`config.mk`:
```
export PLATFORM = sky130hd
export DESIGN_NAME = multi_edge_detector_flat
export DESIGN_NICKNAME = d
export VERILOG_FILES = /design/src/rtl/multi_edge_detector_pkg.sv /design/src/rtl/multi_edge_detector_if.sv /design/src/rtl/multi_edge_detector_channel.sv /design/src/rtl/multi_edge_detector.sv /design/src/flat_wrapper.sv
export SDC_FILE = /design/constraint.sdc
export NUM_CORES = 1
export LEC_CHECK = 0
export ABC_CLOCK_PERIOD_IN_PS = 2040
export BUFFER_PORTS_ARGS = -buffer_cell sky130_fd_sc_hd__buf_2
export CAP_MARGIN = 40
export CORE_MARGIN = 2
export CORE_UTILIZATION = 40
export DETAILED_ROUTE_END_ITERATION = 8
export PLACE_DENSITY_LB_ADDON = 0.05
export SETUP_SLACK_MARGIN = 0.5
export SLEW_MARGIN = 20
export SYNTH_ARGS = -nofsm -noshare
export SYNTH_HDL_FRONTEND = slang
export SYNTH_HIERARCHICAL = 1
export SYNTH_SLANG_ARGS = --single-unit
```
`constraint.sdc`:
```
create_clock -name clk -period 2.04 [get_ports clk]
set_clock_uncertainty 0.15 [all_clocks]
set_input_delay 0.102 -clock clk [delete_from_list [all_inputs] [get_ports clk]]
set_output_delay 0.102 -clock clk [all_outputs]
set_load 0.01 [all_outputs]
```
`src/rtl/multi_edge_detector_pkg.sv`:
```
// Shared constants for the multi-channel edge detector: per-channel mode
// encodings and a constant-evaluable clog2 for counter sizing.
package edge_pkg;
  localparam logic [1:0] MODE_OFF  = 2'b00;
  localparam logic [1:0] MODE_RISE = 2'b01;
  localparam logic [1:0] MODE_FALL = 2'b10;
  localparam logic [1:0] MODE_BOTH = 2'b11;

  function automatic int clog2(input int v);
    int r;
    r = 0;
    for (int i = 0; i < 31; i++)
      if ((1 << i) < v) r = i + 1;
    return r;
  endfunction
endpackage

```
`src/rtl/multi_edge_detector_if.sv`:
```
// Bundle of per-channel inputs and detector outputs; the master drives the
// raw levels, modes and clears, the slave (detector) drives the results.
interface multi_edge_detector_if #(parameter int CHANNELS = 4);
  logic [CHANNELS-1:0]   inp;
  logic [2*CHANNELS-1:0] mode;
  logic [CHANNELS-1:0]   clr;
  logic [CHANNELS-1:0]   level_out;
  logic [CHANNELS-1:0]   posedge_out;
  logic [CHANNELS-1:0]   negedge_out;
  logic [CHANNELS-1:0]   event_out;
  logic [CHANNELS-1:0]   event_flag;
  logic                  irq;

  modport master (output inp, mode, clr,
                  input  level_out, posedge_out, negedge_out, event_out, event_flag, irq);
  modport slave  (input  inp, mode, clr,
                  output level_out, posedge_out, negedge_out, event_out, event_flag, irq);
endinterface

```
`src/rtl/multi_edge_detector_channel.sv`:
```
// One channel: synchroniser, consecutive-sample debounce, registered edge
// pulses, mode-qualified event pulse and sticky flag.
module edge_channel
  import edge_pkg::*;
#(
  parameter int SYNC_STAGES     = 2,
  parameter int DEBOUNCE_CYCLES = 4
) (
  input  logic       clk,
  input  logic       rst,
  input  logic       inp_i,
  input  logic [1:0] mode_i,
  input  logic       clr_i,
  output logic       level_o,
  output logic       posedge_o,
  output logic       negedge_o,
  output logic       event_o,
  output logic       flag_o
);
  localparam int CNT_W = clog2(DEBOUNCE_CYCLES) + 1;
  localparam logic [CNT_W-1:0] CNT_LAST = CNT_W'(DEBOUNCE_CYCLES - 1);

  logic [SYNC_STAGES-1:0] sync_q;
  logic                   s_w;
  logic [CNT_W-1:0]       cnt_q, cnt_d;
  logic level_q, level_d, dly_q;
  logic pos_q, pos_d, neg_q, neg_d, ev_q, ev_d, flag_q, flag_d;

  // CDC: sync_q[0] samples the asynchronous input; plain flops, async clear only.
  always_ff @(posedge clk or negedge rst)
    if (!rst) sync_q <= '0;
    else      sync_q <= {sync_q[SYNC_STAGES-2:0], inp_i};

  assign s_w = sync_q[SYNC_STAGES-1];

  always_comb begin
    level_d = level_q;
    cnt_d   = '0;
    if (s_w != level_q) begin
      if (cnt_q == CNT_LAST) level_d = s_w;
      else                   cnt_d   = cnt_q + 1'b1;
    end
    pos_d  = level_q & ~dly_q;
    neg_d  = ~level_q & dly_q;
    ev_d   = (pos_d & ((mode_i == MODE_RISE) || (mode_i == MODE_BOTH))) |
             (neg_d & ((mode_i == MODE_FALL) || (mode_i == MODE_BOTH)));
    // a new event wins over a simultaneous clear so nothing is lost
    flag_d = ev_d | (flag_q & ~clr_i);
  end

  always_ff @(posedge clk or negedge rst)
    if (!rst) begin
      cnt_q   <= '0;
      level_q <= 1'b0;
      dly_q   <= 1'b0;
      pos_q   <= 1'b0;
      neg_q   <= 1'b0;
      ev_q    <= 1'b0;
      flag_q  <= 1'b0;
    end else begin
      cnt_q   <= cnt_d;
      level_q <= level_d;
      dly_q   <= level_q;
      pos_q   <= pos_d;
      neg_q   <= neg_d;
      ev_q    <= ev_d;
      flag_q  <= flag_d;
    end

  assign level_o   = level_q;
  assign posedge_o = pos_q;
  assign negedge_o = neg_q;
  assign event_o   = ev_q;
  assign flag_o    = flag_q;
endmodule

```
`src/rtl/multi_edge_detector.sv`:
```
// Multi-channel edge detector: CHANNELS independent edge_channel instances
// plus a registered OR of their sticky flags as irq.
module multi_edge_detector
  import edge_pkg::*;
#(
  parameter int CHANNELS        = 4,
  parameter int SYNC_STAGES     = 2,
  parameter int DEBOUNCE_CYCLES = 4
) (
  input  logic                  clk,
  input  logic                  rst,
  multi_edge_detector_if.slave  bus
);
  logic [CHANNELS-1:0] lvl_w, pos_w, neg_w, ev_w, flag_w;
  logic                irq_q;

  for (genvar c = 0; c < CHANNELS; c++) begin : g_ch
    edge_channel #(
      .SYNC_STAGES     (SYNC_STAGES),
      .DEBOUNCE_CYCLES (DEBOUNCE_CYCLES)
    ) u_ch (
      .clk       (clk),
      .rst       (rst),
      .inp_i     (bus.inp[c]),
      .mode_i    (bus.mode[2*c +: 2]),
      .clr_i     (bus.clr[c]),
      .level_o   (lvl_w[c]),
      .posedge_o (pos_w[c]),
      .negedge_o (neg_w[c]),
      .event_o   (ev_w[c]),
      .flag_o    (flag_w[c])
    );
  end

  always_ff @(posedge clk or negedge rst)
    if (!rst) irq_q <= 1'b0;
    else      irq_q <= |flag_w;

  assign bus.level_out   = lvl_w;
  assign bus.posedge_out = pos_w;
  assign bus.negedge_out = neg_w;
  assign bus.event_out   = ev_w;
  assign bus.event_flag  = flag_w;
  assign bus.irq         = irq_q;
endmodule

```
`src/flat_wrapper.sv`:
```
// flat-port wrapper written by rule: the top's interface ports become plain ports
module multi_edge_detector_flat import edge_pkg::*;
#(
  parameter int CHANNELS        = 4,
  parameter int SYNC_STAGES     = 2,
  parameter int DEBOUNCE_CYCLES = 4
)
  (clk, rst, bus_inp, bus_mode, bus_clr, bus_level_out, bus_posedge_out, bus_negedge_out, bus_event_out, bus_event_flag, bus_irq);
  multi_edge_detector_if #(.CHANNELS(CHANNELS)) bus_i ();
  input  logic clk;
  input  logic rst;
  input wire logic [$bits(bus_i.inp)-1:0] bus_inp;
  input wire logic [$bits(bus_i.mode)-1:0] bus_mode;
  input wire logic [$bits(bus_i.clr)-1:0] bus_clr;
  output wire logic [$bits(bus_i.level_out)-1:0] bus_level_out;
  output wire logic [$bits(bus_i.posedge_out)-1:0] bus_posedge_out;
  output wire logic [$bits(bus_i.negedge_out)-1:0] bus_negedge_out;
  output wire logic [$bits(bus_i.event_out)-1:0] bus_event_out;
  output wire logic [$bits(bus_i.event_flag)-1:0] bus_event_flag;
  output wire logic [$bits(bus_i.irq)-1:0] bus_irq;
  assign bus_i.inp = bus_inp;
  assign bus_i.mode = bus_mode;
  assign bus_i.clr = bus_clr;
  assign bus_level_out = bus_i.level_out;
  assign bus_posedge_out = bus_i.posedge_out;
  assign bus_negedge_out = bus_i.negedge_out;
  assign bus_event_out = bus_i.event_out;
  assign bus_event_flag = bus_i.event_flag;
  assign bus_irq = bus_i.irq;
  multi_edge_detector #(.CHANNELS(CHANNELS), .SYNC_STAGES(SYNC_STAGES), .DEBOUNCE_CYCLES(DEBOUNCE_CYCLES)) u_core (.clk(clk), .rst(rst), .bus(bus_i));
endmodule
```
==> results by stage, run 1 <==
Status:
- The flow ran to the end, and the final reports show no timing, DRC or antenna violations.

CTS:
- After clock tree synthesis, the clock-pin slew on the worst setup and hold paths is 0.07 ns.
- The H-tree was split into 2 levels.
- Clock tree synthesis inserted a total of 5 buffers.
- The CTS sink count is 45.
- The buffer levels on the longest clock path is 2.
- The later-pin clock latency in the skew report is 0.28 ns.
- The cell sitting at the root of the clock tree is a sky130_fd_sc_hd__clkbuf_8.
- The CTS tree is yes.
- The buffer count from post-CTS setup fixing is 0.

Placed design:
- After legalization and detailed placement, the total HPWL measured 1946 µm.
- The count of buffers from port buffering is 38.
- In this run the cell area measured after placement is 1922 µm².
- OpenSTA, run right after detailed placement, puts the worst setup slack at 0.6691 ns.
- The final RePlAce weighted congestion is 0.6308.

Drt:
- For this block, the via count after detailed routing is 956.
- The first TritonRoute pass finished after 4 iterations.
- In this run the remaining antenna-violating nets after routing total 0.
- In the final routed layout, each cell accounts on average for 13.02 µm.
- Wires add up to 2670 µm.
- The final routed DRC violation total is 0.
- Using the TritonRoute via totals, the vias-per-cell ratio works out to 4.663.
- The first routing iteration left 28 violations.

Synthesis:
- The fraction of synthesized cell area taken by the top area cell type is 0.6808.
- The synthesized design contains 0 enable-type register cells.
- The post-synth net total is 116.
- In the synthesized netlist, the cells that appear most often are 45 x sky130_fd_sc_hd__dfrtp_1, 8 x sky130_fd_sc_hd__nor2b_4, 8 x sky130_fd_sc_hd__nor3b_2.
- The unique cell type count in the Yosys netlist is 12.
- Yosys attributes the largest share of cell area to sky130_fd_sc_hd__dfrtp_1 68%, sky130_fd_sc_hd__nor2b_4 6.7%, sky130_fd_sc_hd__nor3b_2 6.1%, sky130_fd_sc_hd__ha_1 3.0%, sky130_fd_sc_hd__mux2_2 2.7%.
- The most used flip-flop cell after synthesis is sky130_fd_sc_hd__dfrtp_1.
- The portion of the post-synthesis area used by sequential elements is 0.6808.
- After synthesis the netlist holds a flip-flop and latch count of 45.
- The most common cell in the synthesized netlist is sky130_fd_sc_hd__dfrtp_1.
- The async set or reset register ratio after synthesis is 1.000.
- sky130_fd_sc_hd__dfrtp_1 takes more of the synthesized area than any other cell.
- The Yosys step of the flow raised 6 warnings.
- The synthesized netlist occupies a cell area of 1654 µm².
- The cell count after synthesis came out at 94.
- The average cell area after synthesis is 17.60 µm².

STA:
- The number of setup violations in the final report is 0.
- The number of hold-slack violations in the final timing report came to 0.
- Once routing completed, OpenROAD measured the worst setup slack at 0.6715 ns.
- Dividing the final minimum period by the clock period gives 0.6708.
- The final sum of negative setup slack is 0 ns.
- The smallest clock period supported by the final layout is computed as 1.369 ns.
- Headroom to the max-slew limit came out at 0.7123.
- Setup repair after global routing left no endpoint under its margin.
- At the pin with the least slew margin, the transition time is 0.4315 ns.
- The maximum clock frequency is 730.7 MHz.
- The minimum hold slack is 0.03444 ns.
- The number of max-slew violations in the final report came to 0.

Setup path:
- The critical path capture point type is a flop.
- The worst register-to-register path begins at u_core/g_ch[1].u_ch/cnt_q[0].
- For the worst setup path, the data required time is 2.06 ns.
- The highest fanout seen on the critical path is 3.
- The beginning of the critical path is u_core/g_ch[1].u_ch/cnt_q[0].
- For flop-to-flop paths, the worst setup slack is 0.67 ns.
- The category of the critical setup timing path is reg -> reg.
- The worst setup path is launched from a flop.
- The arrival time reported for the critical path endpoint is 1.39 ns.

Global route:
- Entering global routing, the biggest net connects 21 pins.
- The total overflow reported by the global router is 0.
- In the global route stage, overall resource usage came out at 0.1308.
- The via count of the first global-routing pass came to 953.
- The first global-routing pass estimated 4298 µm of wire.
- The number of antenna violations at the first check in global routing came to 0.

Worst hold path:
- The worst hold path begins at bus_clr[2].
- The class of the tightest hold or removal check is in -> reg.

Die:
- The total number of placement rows is 23.
- The area inside the core boundary is 4000 µm².
- The die area is 4666 µm².
- The floorplan die width is 68.31 µm.
- For this configuration, the core starts out at a cell density of 0.4135.
- The number of top-level pins is 39.
- The chip height is 68.31 µm.

Run:
- The number of maximum-capacitance constraint violations is 0.

Layout:
- From synthesis to final layout, the design area changed by 28.90%.
- Once layout is done, the placed cells without fillers occupy 2132 µm².
- The final-stage net count is 176.
- Of the cells placed in the final design, the portion with a size suffix greater than 1 is 0.4968.
- The number of antenna diodes is 0.

Power and ir drop:
- In this run the power density over the cells is 1334 nW/µm².
- The leakage power total is 1.026 nW.
- The final total power is 2.844 mW.
- The maximum vdd drop is 0.6691 mV.
cell type report:
cell class              count  area (µm²)
fillers                   334        1868
clock buffers               8       80.08
repair buffers             53       335.3
multi-input cells          49       528.0
well taps                  50       62.56
flip-flops and latches     45        1126
power breakdown:
group	switching [mW]	internal (mW)	total [mW]
combinational	0.426	0.514	0.940
sequential	0.202	1.20	1.40
clock	0.258	0.243	0.501
total	0.886	1.96	2.84
layer usage:
metal	wire length [µm]	track usage	vias up
met5	0	0	-
met4	34	0.06750	0
met3	155	0.03947	4
met2	1251	0.2051	33
met1	1228	0.1629	469
li1	-	-	450
state kept, by name, indices dropped and copies added, names as in the netlist:
name / flops
u_core/g_ch.u_ch/level_o: 4
u_core/g_ch.u_ch/event_o: 4
u_core/g_ch.u_ch/posedge_o: 4
u_core/g_ch.u_ch/sync_q: 8
u_core/g_ch.u_ch/flag_o: 4
u_core/bus.irq: 1
u_core/g_ch.u_ch/dly_q: 4
u_core/g_ch.u_ch/cnt_q: 12
u_core/g_ch.u_ch/negedge_o: 4
per-stage QoR:
| step | std cells | utilization |
|---|---|---|
| 2_1_floorplan | 94 | - |
| 3_3_place_gp | 184 | 0.4805 |
| 3_5_place_dp | 184 | 0.4805 |
| 4_1_cts | 205 | 0.5330 |
| 5_1_grt | 205 | 0.5330 |
| 6_report | 205 | 0.5330 |
worst max-delay path, cell delays in order, from the launching register on:
cell                      delay, ns
sky130_fd_sc_hd__dfrtp_1       0.37
sky130_fd_sc_hd__ha_1          0.19
sky130_fd_sc_hd__nor2b_4       0.20
sky130_fd_sc_hd__mux2_2        0.35
cell families after synthesis:
group | count (synthesis) | share of synthesized area
AOI/OAI and AO/OA | 8 | 0.04841
xor gates and xnor gates | 4 | 0.02118
adders and majority gates | 4 | 0.03026
DFF | 45 | 0.6808
muxes | 4 | 0.02723
and+or+nand+nor | 29 | 0.1921
cells in the final DEF (no fill, tap or decap), types with 5 or more instances in the layout:
cell / count
sky130_fd_sc_hd__dfrtp_1: 45
sky130_fd_sc_hd__nor3b_2: 8
sky130_fd_sc_hd__buf_2: 38
sky130_fd_sc_hd__nor2b_4: 8
sky130_fd_sc_hd__clkbuf_8: 5
sky130_fd_sc_hd__dlygate4sd3_1: 13
worst paths after layout:
path / to / cells past startpoint
setup reg to reg: u_core/g_ch[1].u_ch/level_o / 3
max in group asynchronous: u_core/g_ch[2].u_ch/cnt_q[2] / 3
min in group asynchronous: u_core/g_ch[1].u_ch/cnt_q[0] / 2
hold / removal: u_core/g_ch[2].u_ch/flag_o / 3
hold reg to reg: u_core/g_ch[1].u_ch/sync_q[1] / 0
setup / recovery: u_core/g_ch[1].u_ch/level_o / 3
repair_timing:
| item | 4_1_cts | 5_1_grt |
|---|---|---|
| endpoints found under the hold margin | 30 | 0 |
| resized for setup | 0 | 0 |
| hold buffers | 13 | 0 |
No activity file was read; power rests on OpenSTA's default activity.
==> run 2, diff against run 1 <==
Settings changed: ABC_AREA from default to 1, ABC_CLOCK_PERIOD_IN_PS 2040 to 1200.
Clock period 2.04 ns to 1.2 ns, I/O delays scaled along.
==> run 2 against run 1 <==
The run now ends with hold timing left. Global-route usage rose by 2.0 points. First-iteration DRC count fell by 3.6%. Power rose by 110%. Sequential cell count did not move. Register-to-register slack got worse by 0.53 ns. Critical path depth fell by 2. Design area rose by 22%. Final cell count rose by 34%. Sequential power rose by 71%. Combinational power rose to 2.7 times the previous value.
==> results by stage, run 2 <==
Status:
- Outcome: finished with violations (was complete, no violations).
- The final reports fail on hold timing.

Layout:
- The number of filler cells placed in the layout is 312 (was 334).
- The commonest non-fill, non-tap cell in the layout is sky130_fd_sc_hd__dfrtp_1 (unchanged).
- The layout cell share with drive strength beyond 1 is 0.5733 (was 0.4968).
- The number of antenna diodes is 0 (unchanged).
- The final-stage net count is 247 (was 176).
- The flip-flop count of the largest register, all copies and words added is 12 (unchanged).
- The core occupancy in the finished layout is 0.6525 (was 0.5330).
- The synthesis-to-finish area growth is 58.70% (was 28.90%).
- Highest-count cells in the layout ignoring fill and taps: 39 x sky130_fd_sc_hd__dfrtp_1, 30 x sky130_fd_sc_hd__buf_2, 23 x sky130_fd_sc_hd__inv_1, 22 x sky130_fd_sc_hd__nand2_1 (was 45 x sky130_fd_sc_hd__dfrtp_1, 38 x sky130_fd_sc_hd__buf_2, 13 x sky130_fd_sc_hd__dlygate4sd3_1, 8 x sky130_fd_sc_hd__nor2b_4, 8 x sky130_fd_sc_hd__nor3b_2).
- The largest register by flop count is u_core/g_ch.u_ch/cnt_q (unchanged).
- Largest regs: u_core/g_ch.u_ch/cnt_q: 12 flops, u_core/g_ch.u_ch/sync_q: 8 flops (unchanged).

STA:
- The post-route minimum period is 1.069 ns.
- Setup repair after global routing missed its margin: yes (was no).
- In the finished design, the share of the clock period the worst path needs comes to 0.8910.
- The maximum clock frequency is 935.2 MHz.
- The number of max-slew violations in the final report is 0 (unchanged).
- The minimum hold slack came to -0.1312 ns (was 0.03444 ns).
- The transition time of the tightest slew-check pin is 0.1592 ns (was 0.4315 ns).
- The number of hold-slack violations in the final timing report came to 8 (was 0).
- The number of setup violations in the final report is 0 (unchanged).
- The final sum of negative setup slack was 0 ns (unchanged).
- The tightest slew margin relative to the limit is 0.8938 (was 0.7123).

Setup path:
- The highest fanout seen on the critical path is 4 (was 3).
- Series of cell instances along the critical path: buf_6 (was ha_1 -> nor2b_4 -> mux2_2).
- The critical path required time is 0.99 ns (was 2.06 ns).
- The arrival time reported for the critical path endpoint is 0.86 ns (was 1.39 ns).
- The combined buffer and inverter count along the critical path was 1 (was 0).
- The largest incremental delay on the critical path is 0.44 ns (was 0.37 ns).
- The critical path capture point type was an output pin (was flop).
- The category of the critical setup timing path is reg -> out (was reg -> reg).
- The cell with the biggest individual delay on the critical path is sky130_fd_sc_hd__dfrtp_2 (was sky130_fd_sc_hd__dfrtp_1).
- The element type at the critical path start is a flop (unchanged).
- The family of cells with the greatest summed delay on the critical path is flip-flops (unchanged).

Drt:
- The length of the first detailed-routing pass in iterations is 4 (unchanged).
- The violation count after the first detailed-route iteration is 27 (was 28).
- The sum of routed wire length over all layers was 3288 µm (was 2670 µm).
- The number of vias after detailed routing is 1235 (was 956).
- The antenna violation net count after detailed routing is 0 (unchanged).
- The final routed DRC violation total is 0 (unchanged).
- The via density per instance is 4.491 (was 4.663).
- The mean routed wirelength per cell is 11.96 µm (was 13.02 µm).

CTS:
- The number of buffers inserted for hold repair after clock tree synthesis is 5 (was 13).
- The later-pin clock latency in the skew report is 0.29 ns (was 0.28 ns).
- The count of H-tree levels built during CTS was 2 (unchanged).
- The buffer levels on the longest clock path came to 2 (unchanged).
- The cell at the root of the clock tree is sky130_fd_sc_hd__clkbuf_8 (unchanged).
- The clock-pin slew on the worst setup and hold paths is 0.07 ns (about the same).
- The number of buffers added by the clock tree synthesis step is 5 (unchanged).
- The CTS sink count is 45 (unchanged).
- The CTS tree is yes (unchanged).

Synthesis:
- The area of the mapped netlist came to 1633 µm² (was 1654 µm²).
- The average cell area after synthesis is 10.21 µm² (was 17.60 µm²).
- The fraction of synthesized cell area taken by the top area cell type is 0.6897 (was 0.6808).
- The unique cell type count in the Yosys netlist is 8 (was 12).
- The async set or reset register ratio after synthesis came to 1.000 (unchanged).
- The Yosys warning count is 6 (unchanged).
- The most frequent cell after synthesis is sky130_fd_sc_hd__dfrtp_1 (unchanged).
- The cell type with the largest total area after synthesis was sky130_fd_sc_hd__dfrtp_1 (unchanged).
- Area contributors post-synth: sky130_fd_sc_hd__dfrtp_1 69%, sky130_fd_sc_hd__nand2_1 8.5%, sky130_fd_sc_hd__inv_1 5.5%, sky130_fd_sc_hd__nor2_1 5.1%, sky130_fd_sc_hd__nand3_1 4.9% (was sky130_fd_sc_hd__dfrtp_1 68%, sky130_fd_sc_hd__nor2b_4 6.7%, sky130_fd_sc_hd__nor3b_2 6.1%, sky130_fd_sc_hd__ha_1 3.0%, sky130_fd_sc_hd__mux2_2 2.7%).
- The count of flip-flops with a built-in enable after synthesis is 0 (unchanged).
- The portion of the post-synthesis area used by sequential elements came to 0.6897 (was 0.6808).
- The post-synthesis register bit count is 45 (unchanged).
- Post-synth top cells: 45 x sky130_fd_sc_hd__dfrtp_1, 37 x sky130_fd_sc_hd__nand2_1, 24 x sky130_fd_sc_hd__inv_1, 22 x sky130_fd_sc_hd__nor2_1, 16 x sky130_fd_sc_hd__nand3_1 (was 45 x sky130_fd_sc_hd__dfrtp_1, 8 x sky130_fd_sc_hd__nor2b_4, 8 x sky130_fd_sc_hd__nor3b_2).
- The commonest register cell after synthesis is sky130_fd_sc_hd__dfrtp_1 (unchanged).
- The post-synth net total is 182 (was 116).
- The gate count after technology mapping is 160 (was 94).

Worst hold path:
- The class of the tightest hold or removal check is in -> reg (unchanged).

Die:
- The number of top-level pins is 39 (unchanged).
- The chip height is 67.89 µm (was 68.31 µm).
- The area inside the core boundary is 3971 µm² (was 4000 µm²).
- The floorplan die width was 67.89 µm (was 68.31 µm).
- The initial cell density of the core was 0.4112 (was 0.4135).
- The die area is 4609 µm² (was 4666 µm²).
- The total number of placement rows is 23 (unchanged).

Global route:
- The first-pass GRT wire length came to 4995 µm (was 4298 µm).
- The global-route total usage across every layer came to 0.1507 (was 0.1308).
- The number of antenna violations at the first check in global routing is 0 (unchanged).
- The total overflow reported by the global router is 0 (unchanged).
- The via count of the first global-routing pass is 1207 (was 953).
- The largest net degree at the start of global routing is 46 (was 21).

Placed design:
- The count of buffers from port buffering was 38 (unchanged).
- The final RePlAce weighted congestion is 0.7459 (was 0.6308).
- The HPWL after detailed placement is 2024 µm (was 1946 µm).

Run:
- The number of maximum-capacitance constraint violations is 0 (unchanged).

Power and ir drop:
- The power per cell area was 2253 nW/µm² (was 1334 nW/µm²).
- The leakage power total was 1.281 nW (was 1.026 nW).
- The maximum vdd drop is 1.045 mV (was 0.6691 mV).
-- run 2: kinds of logic after synthesis --
group	count (synthesis)	share of synthesized area
and+or+nand+nor	83	0.2153
DFF	45	0.6897
buffers and inverters	28	0.06437
adders and majority gates	4	0.03065
-- run 2: worst paths after layout --
kind	startpoint	slack [ns]	endpoint	cells past startpoint
hold / removal	bus_mode[1]	-0.13	u_core/g_ch[0].u_ch/event_o	3
hold reg to reg	u_core/g_ch[0].u_ch/sync_q[0]	0.21	u_core/g_ch[0].u_ch/sync_q[1]	0
max in group asynchronous	rst	0.55	u_core/g_ch[3].u_ch/cnt_q[0]	3
min in group asynchronous	rst	0.17	u_core/g_ch[3].u_ch/dly_q	3
setup / recovery	u_core/g_ch[0].u_ch/level_o	0.13	bus_level_out[0]	1
setup reg to reg	u_core/g_ch[3].u_ch/level_o	0.14	u_core/g_ch[3].u_ch/cnt_q[0]	5
-- run 2: metal layers --
metal | wire length (µm) | global-route usage | share of wire | vias to the layer above
met4 | 47 | 0.06000 | 0.014 | 0
li1 | - | - | - | 607
met3 | 200 | 0.05921 | 0.061 | 5
met2 | 1717 | 0.2598 | 0.52 | 33
met1 | 1322 | 0.1670 | 0.40 | 590
met5 | 0 | 0 | 0 | -
-- run 2: layout make-up --
type,instances,area (µm²),share of cell area
flip-flops and latches,45,1134,0.4375
multi-input cells,87,694.4,0.2680
repair buffers,58,484.2,0.1869
inverters,28,130.1,0.05022
clock buffers,7,86.33,0.03332
well taps,50,62.56,0.02414
-- run 2: power by group --
group          total (mW)  internal (mW)  switching, mW
Sequential           2.39           2.02          0.370
Combinational        2.55           1.31           1.24
Clock               0.900          0.456          0.444
-- run 2: worst register-to-register path, stage by stage, from the launching register on --
cell and delay (ns):
sky130_fd_sc_hd__dfrtp_2 0.44, sky130_fd_sc_hd__buf_12 0.15, sky130_fd_sc_hd__clkinv_8 0.05, sky130_fd_sc_hd__nand2_4 0.04
sky130_fd_sc_hd__nand2_4 0.09, sky130_fd_sc_hd__nor2_2 0.04
-- run 2: what timing repair did --
item / in CTS / in global routing
endpoints found under the setup margin: 58 / 62
pin swaps: 17 / 14
endpoints found under the hold margin: 57 / 8
gates resized for setup: 30 / 43
cloned: 0 / 1
setup buffers: 12 / 1
-- run 2: metrics by stage --
step / cell area, µm² / hold slack (ns) / setup WS [ns] / total power, mW / std cells
final: 2591 / -0.1312 / 0.1308 / 5.839 / 275
after global routing: 2591 / -0.1325 / 0.08945 / 6.276 / 275
after CTS: 2399 / -0.1376 / 0.1107 / 5.443 / 273
after detailed placement: 2031 / -0.09495 / 0.1770 / 3.840 / 249
after global placement: 2031 / -0.09740 / 0.2088 / 3.784 / 249
after floorplan: 1758 / -0.3856 / 0.2395 / 3.265 / 160
==> run 3, diff against run 2 <==
Settings changed: CORE_UTILIZATION 40 to 46.
==> run 3 against run 2 <==
The run still ends with hold timing left. Sequential power decreased by 3%. Maximum frequency decreased by 6.3%. Setup slack got worse by 0.072 ns. Largest cell class unchanged. Design area decreased by 2.4%. Die area decreased by 12%. Count of clock-buffer cells in the layout decreased by 1. Via count increased by 1.5%. Hold slack got worse by 0.074 ns. Global-route usage increased by 1.9 points. Largest power group unchanged.
==> results by stage, run 3 (synthesis gave the netlist of run 2 again) <==
CTS:
- The count of H-tree levels built during CTS was 2 (unchanged).
- The buffer levels on the longest clock path was 2 (unchanged).
- The clock-pin slew on the worst setup and hold paths is 0.12 ns (was 0.07 ns).
- The CTS sink count is 45 (unchanged).
- The number of buffers inserted for hold repair after clock tree synthesis is 5 (unchanged).
- The cell at the root of the clock tree is sky130_fd_sc_hd__clkbuf_4 (was sky130_fd_sc_hd__clkbuf_8).
- The CTS tree is yes (unchanged).
- The number of buffers added by the clock tree synthesis step was 5 (unchanged).
- The later-pin clock latency in the skew report is 0.36 ns (was 0.29 ns).

Setup path:
- The cell with the biggest individual delay on the critical path is sky130_fd_sc_hd__dfrtp_2 (unchanged).
- The category of the critical setup timing path is reg -> out (unchanged).
- The endpoint of the worst register-to-register path is u_core/g_ch[3].u_ch/cnt_q[2] (was u_core/g_ch[3].u_ch/cnt_q[0]).
- The worst reg-to-reg path cell count is 5 (unchanged).
- The largest incremental delay on the critical path is 0.45 ns (was 0.44 ns).
- The launch instance of the worst register-to-register path is u_core/g_ch[3].u_ch/level_o (unchanged).
- The element type at the critical path start is a flop (unchanged).
- The combined buffer and inverter count along the critical path was 1 (unchanged).
- The critical path required time is 0.99 ns (about the same).
- The family of cells with the greatest summed delay on the critical path is flip-flops (unchanged).
- The critical path capture point type is an output pin (unchanged).
- The arrival time reported for the critical path endpoint is 0.93 ns (was 0.86 ns).
- The highest fanout seen on the critical path came to 2 (was 4).
- Series of cell instances along the critical path: buf_6 (unchanged).
- The setup slack on the worst flop-to-flop path is 0.08 ns (was 0.14 ns).

Power and ir drop:
- The leakage power total was 1.267 nW (was 1.281 nW).
- The maximum vdd drop is 1.047 mV (was 1.045 mV).
- The power per cell area is 2222 nW/µm² (was 2253 nW/µm²).

Global route:
- The number of antenna violations at the first check in global routing is 0 (unchanged).
- The global-route total usage across every layer is 0.1696 (was 0.1507).
- The first-pass GRT wire length is 5271 µm (was 4995 µm).
- The total overflow reported by the global router came to 0 (unchanged).
- The via count of the first global-routing pass is 1234 (was 1207).
- The most utilized layer in the global route result is met2 (unchanged).
- The largest net degree at the start of global routing came to 46 (unchanged).
- The met2 routing resource usage after global routing is 0.2908 (was 0.2598).
- The met1 track utilization from global routing was 0.2024 (was 0.1670).
- The met3 global-route usage is 0.05179 (was 0.05921).

Run:
- The number of maximum-capacitance constraint violations is 0 (unchanged).

STA:
- The post-route minimum period is 1.141 ns (was 1.069 ns).
- The number of max-slew violations in the final report is 0 (unchanged).
- The final worst-path cycle share is 0.9510 (was 0.8910).
- The minimum hold slack came to -0.2051 ns (was -0.1312 ns).
- The number of setup violations in the final report is 0 (unchanged).
- The transition time of the tightest slew-check pin was 0.2310 ns (was 0.1592 ns).
- The tightest slew margin relative to the limit was 0.8460 (was 0.8938).
- The maximum clock frequency is 876.3 MHz (was 935.2 MHz).
- The number of hold-slack violations in the final timing report came to 8 (unchanged).
- Setup repair after global routing missed its margin: yes (unchanged).

Drt:
- The sum of routed wire length over all layers is 3291 µm (was 3288 µm).
- The number of vias after detailed routing is 1254 (was 1235).
- The via density per instance was 4.577 (was 4.491).
- The mean routed wirelength per cell is 12.01 µm (was 11.96 µm).
- The antenna violation net count after detailed routing is 0 (unchanged).
- The violation count after the first detailed-route iteration was 51 (was 27).
- The final routed DRC violation total is 0 (unchanged).
- The length of the first detailed-routing pass in iterations is 4 (unchanged).

Die:
- The floorplan die width is 63.58 µm (was 67.89 µm).
- The initial cell density of the core is 0.4855 (was 0.4112).
- The chip height is 63.58 µm (was 67.89 µm).
- The number of top-level pins was 39 (unchanged).
- The total number of placement rows came to 21 (was 23).
- The area inside the core boundary is 3363 µm² (was 3971 µm²).
- The die area was 4042 µm² (was 4609 µm²).

Placed design:
- The count of buffers from port buffering was 38 (unchanged).
- The HPWL after detailed placement was 1950 µm (was 2024 µm).
- The instance area at placement was 2026 µm² (was 2031 µm²).
- The total placed cells including tap cells came to 245 (was 249).
- The final RePlAce weighted congestion is 0.7496 (was 0.7459).

Worst hold path:
- The hold path endpoint is u_core/g_ch[3].u_ch/flag_o (was u_core/g_ch[0].u_ch/event_o).
- The launch instance of the worst min-delay path is bus_clr[3] (was bus_mode[1]).
- The number of instances on the worst hold path is 4 (was 3).
- The class of the tightest hold or removal check is in -> reg (unchanged).

Status:
- Violations in the final reports: hold timing (unchanged).
- Outcome: finished with violations (unchanged).

Layout:
- The commonest non-fill, non-tap cell in the layout is sky130_fd_sc_hd__dfrtp_1 (unchanged).
- The number of antenna diodes is 0 (unchanged).
- The largest register by flop count was u_core/g_ch.u_ch/cnt_q (unchanged).
- The flip-flop count of the largest register, all copies and words added was 12 (unchanged).
- The layout cell share with drive strength beyond 1 was 0.5833 (was 0.5733).
- The final-stage net count came to 249 (was 247).
- Highest-count cells in the layout ignoring fill and taps: 41 x sky130_fd_sc_hd__dfrtp_1, 34 x sky130_fd_sc_hd__buf_2, 23 x sky130_fd_sc_hd__inv_1, 21 x sky130_fd_sc_hd__nand2_1 (was 39 x sky130_fd_sc_hd__dfrtp_1, 30 x sky130_fd_sc_hd__buf_2, 23 x sky130_fd_sc_hd__inv_1, 22 x sky130_fd_sc_hd__nand2_1).
- Largest regs: u_core/g_ch.u_ch/cnt_q: 12 flops, u_core/g_ch.u_ch/sync_q: 8 flops (unchanged).
- The synthesis-to-finish area growth is 54.87% (was 58.70%).
- The final design instance area without fill is 2529 µm² (was 2591 µm²).
- The final standard cell count with taps included and fillers excluded is 274 (was 275).
## run 3: area by class of cell
| type | instances | area (µm²) |
|---|---|---|
| sequential | 45 | 1131 |
| fill | 262 | 834.6 |
| multi-input combinational | 87 | 704.4 |
| timing repair buffer | 60 | 454.2 |
| inverter | 28 | 125.1 |
| tap | 46 | 57.56 |
| clock buffer | 6 | 41.29 |
| clock inverter | 2 | 15.01 |
## run 3: power by group
group | leakage [nW] | internal [mW] | switching, mW | total (mW)
Clock | 0.0245 | 0.229 | 0.475 | 0.704
Combinational | 0.678 | 1.27 | 1.31 | 2.58
Sequential | 0.565 | 2.00 | 0.325 | 2.33
Total | 1.27 | 3.51 | 2.11 | 5.62
## run 3: stage by stage
| step | TNS [ns] | power, mW | utilization | setup WS (ns) |
|---|---|---|---|---|
| floorplan | 0 | 3.265 | - | 0.2395 |
| finish | 0 | 5.618 | 0.7519 | 0.05885 |
| CTS | 0 | 5.081 | 0.6868 | 0.03770 |
| global placement | 0 | 3.769 | 0.6023 | 0.1971 |
| global route | -0.0001456 | 6.041 | 0.7519 | -0.0001456 |
| detailed placement | 0 | 3.827 | 0.6023 | 0.1595 |
## run 3: layer usage
| layer | wire length [µm] | share of wire | vias up |
|---|---|---|---|
| met5 | 0 | 0 | - |
| met1 | 1258 | 0.38 | 599 |
| met3 | 179 | 0.054 | 7 |
| met4 | 66 | 0.020 | 0 |
| li1 | - | - | 615 |
| met2 | 1786 | 0.54 | 33 |
## run 3: what timing repair did
action                                 in CTS  in global routing
endpoints found under the hold margin      57                  8
pin swaps                                  13                 17
setup endpoints to repair                  58                 58
setup buffers                              11                  5
gates resized for setup                    25                 52
## run 3: worst max-delay path by stage
| stage | end | slack (ns) | depth (start not counted) | from |
|---|---|---|---|---|
| detailed placement | u_core/g_ch[3].u_ch/cnt_q[1] | 0.16 | 4 | u_core/g_ch[3].u_ch/cnt_q[1] |
| global route | bus_level_out[3] | -0.0001 | 1 | u_core/g_ch[3].u_ch/level_o |
| global placement | u_core/g_ch[1].u_ch/cnt_q[1] | 0.20 | 3 | u_core/g_ch[1].u_ch/cnt_q[0] |
| finish | bus_level_out[0] | 0.06 | 1 | u_core/g_ch[0].u_ch/level_o |
| floorplan | u_core/g_ch[0].u_ch/cnt_q[1] | 0.24 | 3 | u_core/g_ch[0].u_ch/cnt_q[0] |
| CTS | bus_level_out[3] | 0.04 | 1 | u_core/g_ch[3].u_ch/level_o |
